File: src/rtl/cmp_scheduler_pkg.sv
// Shared types and defaults for the comparator scheduler (package cmp_pkg).
package cmp_pkg;

    localparam int unsigned NREQ_DEF   = 4;
    localparam int unsigned NBYTES_DEF = 4;

    typedef logic [7:0] byte_t;

    typedef enum logic [1:0] {
        IDLE = 2'd0,
        CMP  = 2'd1,
        RESP = 2'd2
    } state_t;

    // Index width that never collapses to zero bits.
    function automatic int unsigned idx_width(input int unsigned n);
        return (n > 1) ? $clog2(n) : 1;
    endfunction

endpackage

File: src/rtl/cmp_scheduler_if.sv
// Request/response bundle between requesters, consumer and the comparator scheduler.
interface cmp_scheduler_if #(
    parameter int unsigned NREQ   = cmp_pkg::NREQ_DEF,
    parameter int unsigned NBYTES = cmp_pkg::NBYTES_DEF
);
    localparam int unsigned ID_W  = cmp_pkg::idx_width(NREQ);
    localparam int unsigned IDX_W = cmp_pkg::idx_width(NBYTES);
    localparam int unsigned OP_W  = 8 * NBYTES;

    logic [NREQ-1:0]            req_valid;
    logic [NREQ-1:0]            req_ready;
    logic [NREQ-1:0][OP_W-1:0]  req_a;
    logic [NREQ-1:0][OP_W-1:0]  req_b;
    logic                       rsp_valid;
    logic                       rsp_ready;
    logic [ID_W-1:0]            rsp_id;
    logic                       rsp_equal;
    logic [IDX_W-1:0]           rsp_idx;
    logic                       busy;

    modport master (
        output req_valid, req_a, req_b, rsp_ready,
        input  req_ready, rsp_valid, rsp_id, rsp_equal, rsp_idx, busy
    );

    modport slave (
        input  req_valid, req_a, req_b, rsp_ready,
        output req_ready, rsp_valid, rsp_id, rsp_equal, rsp_idx, busy
    );

endinterface

File: src/rtl/cmp_scheduler_cmp8.sv
// Single 8-bit equality comparator; any unknown result reads as not-equal.
module cmp8
    import cmp_pkg::*;
(
    input  byte_t a_i,
    input  byte_t b_i,
    output logic  eq_c
);

    // An X/Z condition takes the else path, so eq_c is never X.
    always_comb begin
        eq_c = 1'b0;
        if (a_i == b_i) begin
            eq_c = 1'b1;
        end
    end

endmodule

File: src/rtl/cmp_scheduler.sv
// Round-robin scheduler sharing one byte-serial comparator among NREQ requesters.
// Optional feature: define CMP_EARLY_EXIT_EN to end a compare right after the first mismatching byte.
module cmp_scheduler
    import cmp_pkg::*;
#(
    parameter int unsigned NREQ   = NREQ_DEF,
    parameter int unsigned NBYTES = NBYTES_DEF
) (
    input  logic            clk,
    input  logic            rst,
    cmp_scheduler_if.slave  bus
);

    localparam int unsigned ID_W  = idx_width(NREQ);
    localparam int unsigned IDX_W = idx_width(NBYTES);
    localparam int unsigned CW    = ID_W + 1;

    state_t                  state_q, state_d;
    logic [ID_W-1:0]         ptr_q, ptr_d;
    logic [ID_W-1:0]         grant_q, grant_d;
    byte_t [NBYTES-1:0]      a_q, a_d;
    byte_t [NBYTES-1:0]      b_q, b_d;
    logic [IDX_W-1:0]        byte_q, byte_d;
    logic                    mis_q, mis_d;
    logic [IDX_W-1:0]        mis_idx_q, mis_idx_d;
    logic                    rsp_valid_q, rsp_valid_d;
    logic [ID_W-1:0]         rsp_id_q, rsp_id_d;
    logic                    rsp_equal_q, rsp_equal_d;
    logic [IDX_W-1:0]        rsp_idx_q, rsp_idx_d;

    logic [ID_W-1:0]         grant_c;
    logic                    found_c;
    logic [CW-1:0]           cand_c;
    logic [NREQ-1:0]         req_ready_c;
    logic                    eq_c;
    logic                    last_c;
    logic                    done_c;

    // The one shared comparator looks at the current byte of the latched operands.
    cmp8 u_cmp8 (
        .a_i  (a_q[byte_q]),
        .b_i  (b_q[byte_q]),
        .eq_c (eq_c)
    );

    // Round-robin pick: first asserted requester at or after the pointer.
    always_comb begin
        grant_c = ptr_q;
        found_c = 1'b0;
        cand_c  = '0;
        for (int unsigned i = 0; i < NREQ; i++) begin
            cand_c = {1'b0, ptr_q} + CW'(i);
            if (cand_c >= CW'(NREQ)) begin
                cand_c = cand_c - CW'(NREQ);
            end
            if (!found_c && bus.req_valid[cand_c[ID_W-1:0]]) begin
                found_c = 1'b1;
                grant_c = cand_c[ID_W-1:0];
            end
        end
    end

    // Next-state, datapath and response updates.
    always_comb begin
        state_d     = state_q;
        ptr_d       = ptr_q;
        grant_d     = grant_q;
        a_d         = a_q;
        b_d         = b_q;
        byte_d      = byte_q;
        mis_d       = mis_q;
        mis_idx_d   = mis_idx_q;
        rsp_valid_d = rsp_valid_q;
        rsp_id_d    = rsp_id_q;
        rsp_equal_d = rsp_equal_q;
        rsp_idx_d   = rsp_idx_q;
        req_ready_c = '0;
        last_c      = 1'b0;
        done_c      = 1'b0;

        unique case (state_q)
            IDLE: begin
                if (found_c && !rst) begin
                    req_ready_c[grant_c] = 1'b1;
                    grant_d   = grant_c;
                    a_d       = bus.req_a[grant_c];
                    b_d       = bus.req_b[grant_c];
                    byte_d    = '0;
                    mis_d     = 1'b0;
                    mis_idx_d = '0;
                    state_d   = CMP;
                end
            end

            CMP: begin
                if (!eq_c && !mis_q) begin
                    mis_d     = 1'b1;
                    mis_idx_d = byte_q;
                end
                last_c = (byte_q == IDX_W'(NBYTES - 1));
`ifdef CMP_EARLY_EXIT_EN
                done_c = last_c || !eq_c;
`else
                done_c = last_c;
`endif
                if (done_c) begin
                    state_d     = RESP;
                    rsp_valid_d = 1'b1;
                    rsp_id_d    = grant_q;
                    rsp_equal_d = eq_c && !mis_q;
                    if (mis_q) begin
                        rsp_idx_d = mis_idx_q;
                    end else if (!eq_c) begin
                        rsp_idx_d = byte_q;
                    end else begin
                        rsp_idx_d = '0;
                    end
                end else begin
                    byte_d = byte_q + IDX_W'(1);
                end
            end

            RESP: begin
                if (bus.rsp_ready) begin
                    rsp_valid_d = 1'b0;
                    state_d     = IDLE;
                    ptr_d       = (grant_q == ID_W'(NREQ - 1)) ? '0 : grant_q + ID_W'(1);
                end
            end

            default: begin
                state_d = IDLE;
            end
        endcase
    end

    // State and datapath registers; reset wins over every transition.
    always_ff @(posedge clk) begin
        if (rst) begin
            state_q     <= IDLE;
            ptr_q       <= '0;
            grant_q     <= '0;
            a_q         <= '0;
            b_q         <= '0;
            byte_q      <= '0;
            mis_q       <= 1'b0;
            mis_idx_q   <= '0;
            rsp_valid_q <= 1'b0;
            rsp_id_q    <= '0;
            rsp_equal_q <= 1'b0;
            rsp_idx_q   <= '0;
        end else begin
            state_q     <= state_d;
            ptr_q       <= ptr_d;
            grant_q     <= grant_d;
            a_q         <= a_d;
            b_q         <= b_d;
            byte_q      <= byte_d;
            mis_q       <= mis_d;
            mis_idx_q   <= mis_idx_d;
            rsp_valid_q <= rsp_valid_d;
            rsp_id_q    <= rsp_id_d;
            rsp_equal_q <= rsp_equal_d;
            rsp_idx_q   <= rsp_idx_d;
        end
    end

    // Outputs: acceptance is combinational, everything else comes from registers.
    assign bus.req_ready = req_ready_c;
    assign bus.rsp_valid = rsp_valid_q;
    assign bus.rsp_id    = rsp_id_q;
    assign bus.rsp_equal = rsp_equal_q;
    assign bus.rsp_idx   = rsp_idx_q;
    assign bus.busy      = (state_q != IDLE);

endmodule

File: src/flat_wrapper.sv
// flat-port wrapper written by rule: the top's interface ports become plain ports
module cmp_scheduler_flat import cmp_pkg::*;
#(
    parameter int unsigned NREQ   = NREQ_DEF,
    parameter int unsigned NBYTES = NBYTES_DEF
)
  (clk, rst, bus_req_valid, bus_req_a, bus_req_b, bus_rsp_ready, bus_req_ready, bus_rsp_valid, bus_rsp_id, bus_rsp_equal, bus_rsp_idx, bus_busy);
  cmp_scheduler_if #(.NREQ(NREQ), .NBYTES(NBYTES)) bus_i ();
  input  logic clk;
  input  logic rst;
  input wire logic [$bits(bus_i.req_valid)-1:0] bus_req_valid;
  input wire logic [$bits(bus_i.req_a)-1:0] bus_req_a;
  input wire logic [$bits(bus_i.req_b)-1:0] bus_req_b;
  input wire logic [$bits(bus_i.rsp_ready)-1:0] bus_rsp_ready;
  output wire logic [$bits(bus_i.req_ready)-1:0] bus_req_ready;
  output wire logic [$bits(bus_i.rsp_valid)-1:0] bus_rsp_valid;
  output wire logic [$bits(bus_i.rsp_id)-1:0] bus_rsp_id;
  output wire logic [$bits(bus_i.rsp_equal)-1:0] bus_rsp_equal;
  output wire logic [$bits(bus_i.rsp_idx)-1:0] bus_rsp_idx;
  output wire logic [$bits(bus_i.busy)-1:0] bus_busy;
  assign bus_i.req_valid = bus_req_valid;
  assign bus_i.req_a = bus_req_a;
  assign bus_i.req_b = bus_req_b;
  assign bus_i.rsp_ready = bus_rsp_ready;
  assign bus_req_ready = bus_i.req_ready;
  assign bus_rsp_valid = bus_i.rsp_valid;
  assign bus_rsp_id = bus_i.rsp_id;
  assign bus_rsp_equal = bus_i.rsp_equal;
  assign bus_rsp_idx = bus_i.rsp_idx;
  assign bus_busy = bus_i.busy;
  cmp_scheduler #(.NREQ(NREQ), .NBYTES(NBYTES)) u_core (.clk(clk), .rst(rst), .bus(bus_i));
endmodule
File: config.mk
export PLATFORM = sky130hd
export DESIGN_NAME = cmp_scheduler_flat
export DESIGN_NICKNAME = d
export VERILOG_FILES = /design/src/rtl/cmp_scheduler_pkg.sv /design/src/rtl/cmp_scheduler_if.sv /design/src/rtl/cmp_scheduler_cmp8.sv /design/src/rtl/cmp_scheduler.sv /design/src/flat_wrapper.sv
export SDC_FILE = /design/constraint.sdc
export NUM_CORES = 1
export LEC_CHECK = 0
export CAP_MARGIN = 30
export CORE_ASPECT_RATIO = 1.25
export CORE_MARGIN = 2
export CORE_UTILIZATION = 30
export DETAILED_ROUTE_END_ITERATION = 12
export GPL_ROUTABILITY_DRIVEN = 0
export SLEW_MARGIN = 20
export SYNTH_ARGS = -nofsm -noshare
export SYNTH_HDL_FRONTEND = slang
export SYNTH_SLANG_ARGS = --single-unit
File: constraint.sdc
create_clock -name clk -period 2.1 [get_ports clk]
set_clock_uncertainty 0.15 [all_clocks]
set_input_delay 0.42 -clock clk [delete_from_list [all_inputs] [get_ports clk]]
set_output_delay 0.42 -clock clk [all_outputs]
set_load 0.1 [all_outputs]
# Yosys cells after proc, flatten, opt, wreduce, memory -nomap -nowiden

Index checks and enable logic that the tools add are counted.

Flip-flop bits (word level): 81
Bits of input ports: 263
Output and inout port bits: 11

Add/sub/neg operators: 9
Order comparisons: 11
Equal/unequal tests: 10
Muxes and demuxes: 51
Reduce and logical (&&, ||, !) cells: 24

Operators by type and width:

| operator                                                  | count |
|---|---|
| binary-select mux 32 bit (select 2 bit)                   | 2 |
| two-way mux 32 bit                                        | 2 |
| two-way mux 2 bit                                         | 17 |
| binary-select mux 8 bit (select 2 bit)                    | 2 |
| < comparator 2 x 3 -> 1 bit (second input constant)       | 6 |
| two-way mux 8 bit                                         | 2 |
| two-way mux 1 bit                                         | 14 |
| AND reduction 3 bit                                       | 4 |
| greater-or-equal comparator 3 bit (second input constant) | 3 |
| binary-select mux 1 bit (select 2 bit)                    | 4 |
| == test 8 bit                                             | 1 |
| two-way mux 4 bit                                         | 2 |
| case mux 2 bit (2 select lines)                           | 2 |
| subtractor 2 x 1 -> 2 bit (second input constant)         | 4 |
| logical AND 1 bit                                         | 7 |
| adder 2 x 2 -> 3 bit (second input constant)              | 2 |
| == test 2 bit (second input constant)                     | 3 |
| logical NOT 1 bit                                         | 6 |
| != test 2 x 1 -> 1 bit (second input constant)            | 3 |
| case mux 2 bit (3 select lines)                           | 1 |
| AND reduction 2 bit                                       | 3 |
| nonzero test 2 bit                                        | 3 |
| adder 2 x 1 -> 2 bit (second input constant)              | 2 |
| != test 2 bit (second input constant)                     | 2 |
| other kinds (7)                                           | 8 |

# Logic depth before layout (Yosys ltp)

Depth in word-level cells: 20
Depth in mapped cells: 8
Mapped depth without buffers: 6

# By module

Synthesis repeated with hierarchy kept, for this count alone.

Cell total of the unflattened synthesis: 492
Area total of the unflattened synthesis: 4972.3 um^2

By module, submodules not included:

| module        | instances | cells an instance | area each (um^2) | sequential area each (um^2) |
|---|---|---|---|---|
| cmp_scheduler | 1         | 481               | 4885.9           | 1621.6 |
| cmp8          | 1         | 11                | 86.3             | 0.0 |

# Worst setup path after synthesis

OpenSTA, ideal clock, no wires.

Path type: input -> output
From: input bus_req_valid[2]
To: output bus_req_ready[0]
Data arrival time: 3.268 ns
Data required time: 1.530 ns
Path slack: -1.738 ns
Stages on the path: 6
Path buffers: 2
Cell sequence: nor2b_1 > o21ai_1 > a21bo_2 > buf_6 > buf_2 > nor3_1

Cells in the longest elaborated chain, start to end: 18
Elaborated cells between the ends (all ways): 30
Those cells by class: order compare (2); mux (20); reduce/logical (8)

RTL lines:

| item                                                                                                                   | line                | text |
|---|---|---|
| start, declared                                                                                                        | flat_wrapper.sv:11  | `input wire logic [$bits(bus_i.req_valid)-1:0] bus_req_valid;` |
| binary-select mux 1 bit (select 2 bit)                                                                                 | cmp_scheduler.sv:56 | `if (!found_c && bus.req_valid[cand_c[ID_W-1:0]]) begin` |
| two-way mux 1 bit (implied by the code)                                                                                | cmp_scheduler.sv:56 |  |
| two-way mux 1 bit                                                                                                      | cmp_scheduler.sv:56 |  |
| logical NOT 1 bit                                                                                                      | cmp_scheduler.sv:56 |  |
| logical AND 1 bit                                                                                                      | cmp_scheduler.sv:56 |  |
| two-way mux 1 bit                                                                                                      | cmp_scheduler.sv:56 |  |
| logical NOT 1 bit                                                                                                      | cmp_scheduler.sv:56 |  |
| logical AND 1 bit                                                                                                      | cmp_scheduler.sv:56 |  |
| [... 2 more ...]                                                                                                       | -                   |  |
| logical AND 1 bit                                                                                                      | cmp_scheduler.sv:56 |  |
| two-way mux 2 bit                                                                                                      | cmp_scheduler.sv:56 |  |
| < comparator 2 x 3 -> 1 bit (implied by the code) / greater-or-equal comparator 2 x 1 -> 1 bit (equally long branches) | cmp_scheduler.sv:84 | `req_ready_c[grant_c] = 1'b1;` |
| logical AND 1 bit (implied by the code)                                                                                | cmp_scheduler.sv:84 |  |
| two-way mux 1 bit (implied by the code)                                                                                | cmp_scheduler.sv:84 |  |
| demux 1 bit (select 2 bit)                                                                                             | -                   |  |
| two-way mux 4 bit *                                                                                                    | cmp_scheduler.sv:83 | `if (found_c && !rst) begin` |
| two-way mux 4 bit *                                                                                                    | cmp_scheduler.sv:81 | `unique case (state_q)` |
| end, declared                                                                                                          | flat_wrapper.sv:15  | `output wire logic [$bits(bus_i.req_ready)-1:0] bus_req_ready;` |

Mark *: on every way between the ends. The rest lies on a longest branch, timed or not. The select of a mux whose other input is x is not followed.

# Worst setup path in the final report

From: register u_core.ptr_q[0]
To: output bus_req_ready[1]

Cells in the longest elaborated chain, start to end: 20
Elaborated cells between the ends (all ways): 45
Those cells by class: add/sub (7); order compare (6); mux (24); reduce/logical (8)

RTL lines:

| item                                                                          | line                 | text |
|---|---|---|
| start, declared                                                               | cmp_scheduler.sv:19  | `logic [ID_W-1:0] ptr_q, ptr_d;` |
| start signal, assigned                                                        | cmp_scheduler.sv:154 | `ptr_q <= ptr_d;` |
| parallel branches: the longest is 18 deep, another holds adder 2 x 1 -> 3 bit | -                    |  |
| two-way mux 4 bit *                                                           | cmp_scheduler.sv:83  |  |
| two-way mux 4 bit *                                                           | cmp_scheduler.sv:81  |  |

Mark *: on every way between the ends. The select of a mux whose other input is x is not followed.

==> impl_metrics.env <==
export IMPL_violations="setup timing"
export IMPL_ios=274
export IMPL_crit_end="bus_req_ready[1]"
export IMPL_synth_ff_type="dfxtp_1"
export IMPL_reg2reg_setup_slack_ns=-0.05
export IMPL_vias=6460
export IMPL_die_area_mm2=0.0194
export IMPL_peakVddDrop_uv=369
export IMPL_ys_seq_elements=81
export IMPL_grt_max_degree=84
export IMPL_syn_to_final_growth_pct=77.5
export IMPL_ys_types=44
export IMPL_p_per_area_mw_per_mm2=533
export IMPL_synth_edf_count=0
export IMPL_fmaxAchievable_mhz=429
export IMPL_crit_family="flip-flops"
export IMPL_hold_viol=0
export IMPL_vias_per_cell=4.94
export IMPL_critical_path_startpoint="u_core.ptr_q[0]$_SDFFE_PP0P_"
export IMPL_track_usage=0.214
export IMPL_ant_nets=0
export IMPL_antenna_found_initial=0
export IMPL_yosysSeqAreaShare=0.295
export IMPL_cpMostUsedCell="buf_12"
export IMPL_fill_cells=1794
export IMPL_slew_violations=0
export IMPL_cts_tree="done"
export IMPL_worstPathRequired_ns=1.53
export IMPL_core_area_mm2=0.0180
export IMPL_worstSkewPairLatency_ns=0.34
export IMPL_drtIter0Drc=283
export IMPL_maxSlewHeadroom=0.395
export IMPL_h_tree_depth=3
export IMPL_grt_pass1_wl_mm=33.0
export IMPL_finalInstanceArea_mm2=0.00975
export IMPL_rsz0062_at_grt="yes"
export IMPL_reg2reg_to="u_core.b_q[19]$_SDFFE_PP0P_"
export IMPL_min_path_type="register to register"
export IMPL_cts_buffers=9
export IMPL_p_leak_nw=3.99
export IMPL_drive_above_1_share=0.155
export IMPL_hold_slack_ns=0.309
export IMPL_cts_hold_buf=0
export IMPL_die_h_um=155
export IMPL_ys_async_sr_fraction=0
export IMPL_syn_nets=1060
export IMPL_worstRegToRegCells=9
export IMPL_row_count=55
export IMPL_diodes=0
export IMPL_clk_pin_slew_ns=0.06
export IMPL_finish_utilization=0.541
export IMPL_cap_violations=0
export IMPL_setup_violations=50
export IMPL_netlist_area_mm2=0.00549
export IMPL_critPathBufInv=2
export IMPL_first_pass_iters=4
export IMPL_layout_nets=1342
export IMPL_yosys_warnings=0
export IMPL_critical_path_class="register to output pin"
export IMPL_hpwl_mm=15.9
export IMPL_crit_slowest_cell="dfxtp_4"
export IMPL_r2r_start="u_core.ptr_q[0]$_SDFFE_PP0P_"
export IMPL_die_w_um=125
export IMPL_max_slew_worst_pin_slew_ns=0.908
export IMPL_syn_area_per_cell_um2=6.91
export IMPL_initial_core_util=0.305
export IMPL_layout_min_cycle_time_ns=2.33
export IMPL_route_detailed_drc=0
export IMPL_status="complete, but fails checks"
export IMPL_worstSetupEndpointType="output pin"
export IMPL_path_cells="nor3b_4 > o32ai_4 > a21oi_4 > buf_12 > nand2_8 > nor2_4 > buf_12"
export IMPL_post_route_period_util=1.11
export IMPL_wire_per_inst_um=17.2
export IMPL_clock_root_buffer="clkbuf_16"
export IMPL_cp_depth=7
export IMPL_fin_ws_ns=-0.233
export IMPL_worst_ep_arrival_time_ns=1.76
export IMPL_numPortBuffers=273
export IMPL_syn_inst=795
export IMPL_slowest_delay_ns=0.39
export IMPL_drt_total_wl_mm=22.6
export IMPL_crit_path_start_kind="register"
export IMPL_first_global_vias=6279
export IMPL_finalSetupTns_ns=-1.66
export IMPL_cts_buffer_depth=2
export IMPL_gr_total_overflow=0
export IMPL_dpl_instance_area_mm2=0.00886
export IMPL_clock_sinks=81
export IMPL_cp_max_fo=4
## cell usage after synthesis, drive strengths merged, types with 4 or more instances
master / instances / area share
nor3: 9 / 0.0091
xnor2: 15 / 0.024
nor2b: 5 / 0.0057
nand2: 265 / 0.18
a31o: 64 / 0.10
nand2b: 4 / 0.0046
nand3: 132 / 0.12
nor2: 13 / 0.0089
xor2: 17 / 0.027
nor3b: 68 / 0.093
clkbuf: 22 / 0.015
dfxtp: 81 / 0.30
a21oi: 13 / 0.013
nor4: 4 / 0.0073
o21ai: 6 / 0.0055
buf: 45 / 0.043
## kinds of logic (layout without fill, tap and decap cells)
group | Yosys count | count (layout) | synth area share
xor gates and xnor gates | 32 | 32 | 0.0510
muxes | 3 | 3 | 0.00547
AOI/OAI and AO/OA | 99 | 99 | 0.144
and+or+nand+nor | 508 | 508 | 0.439
adders and majority gates | 2 | 2 | 0.00456
DFF | 81 | 81 | 0.295
buffers and inverters | 70 | 355 | 0.0604
## stage by stage
step           std cells  power, mW  setup WS, ns
2_1_floorplan        795       2.59        -0.415
3_3_place_gp        1276       3.41        -0.560
3_5_place_dp        1276       3.42        -0.555
4_1_cts             1300       5.13        -0.278
5_1_grt             1308       5.46        -0.295
6_report            1308       5.19        -0.233
## power breakdown
group	switching, mW	internal, mW	total [mW]
Sequential	0.127	1.68	1.81
Clock	0.628	1.02	1.65
Combinational	0.724	1.01	1.73
## tightest hold or removal path, cell delays in order (launching register included)
cell	delay, ns
dfxtp_1	0.31
nand2_1	0.05
a21oi_1	0.05
## registers in the layout, indices dropped and copies added (netlist names)
| register | count |
|---|---|
| u_core.ptr_q | 2 |
| u_core.bus.rsp_valid | 1 |
| u_core.a_q | 32 |
| u_core.b_q | 32 |
| u_core.bus.rsp_idx | 2 |
| u_core.byte_q | 2 |
| u_core.state_q | 2 |
| u_core.grant_q | 2 |
| u_core.bus.rsp_id | 2 |
| u_core.mis_idx_q | 2 |
| u_core.mis_q | 1 |
| u_core.bus.rsp_equal | 1 |
## how the worst min path moves through the flow
stage	start	endpoint	slack, ns	cells past startpoint
floorplan	u_core.grant_q[0]$_SDFFE_PP0P_	u_core.grant_q[0]$_SDFFE_PP0P_	0.32	2
global placement	u_core.bus.rsp_equal$_SDFFE_PP0P_	u_core.bus.rsp_equal$_SDFFE_PP0P_	0.29	2
detailed placement	u_core.bus.rsp_equal$_SDFFE_PP0P_	u_core.bus.rsp_equal$_SDFFE_PP0P_	0.31	2
CTS	u_core.bus.rsp_equal$_SDFFE_PP0P_	u_core.bus.rsp_equal$_SDFFE_PP0P_	0.32	2
global route	u_core.bus.rsp_valid$_SDFFE_PP0P_	u_core.bus.rsp_valid$_SDFFE_PP0P_	0.33	2
finish	u_core.bus.rsp_valid$_SDFFE_PP0P_	u_core.bus.rsp_valid$_SDFFE_PP0P_	0.31	2
## per-layer routing
metal / GRT usage / vias up / part of all wire
li1: - / 3319 / -
met1: 0.245 / 2928 / 0.40
met2: 0.401 / 184 / 0.53
met3: 0.0392 / 29 / 0.046
met4: 0.0667 / 0 / 0.021
met5: 0 / - / 0
## layout make-up
cell class	instances	area, um^2	share of cell area
clock buffer	10	229	0.0235
clock inverter	4	70.1	0.00719
inverter	3	11.3	0.00116
multi-input combinational	644	3910	0.401
sequential	81	1630	0.167
tap	228	285	0.0293
timing repair buffer	338	3610	0.371
## layout by cell type, fill, tap and decap left out, types with 4 or more instances in the layout
| master | n |
|---|---|
| nand3_1 | 91 |
| nor3b_1 | 67 |
| nor3_1 | 6 |
| nand3_2 | 39 |
| nand2_1 | 264 |
| nand2b_1 | 4 |
| a31o_1 | 55 |
| buf_6 | 5 |
| xnor2_1 | 15 |
| nor2_1 | 11 |
| clkbuf_16 | 13 |
| o21ai_0 | 5 |
| dfxtp_1 | 78 |
| buf_12 | 20 |
| buf_4 | 44 |
| xor2_1 | 17 |
| a31o_2 | 8 |
| clkdlybuf4s50_1 | 257 |
| a21oi_1 | 11 |
## timing repair
item                                    4_1_cts  5_1_grt
endpoints found under the setup margin       69       70
buffers inserted                              8        2
pin swaps                                     9        6
gates cloned                                  3        7
gates resized for setup                      20       51
No activity file was read; power rests on OpenSTA's default activity.
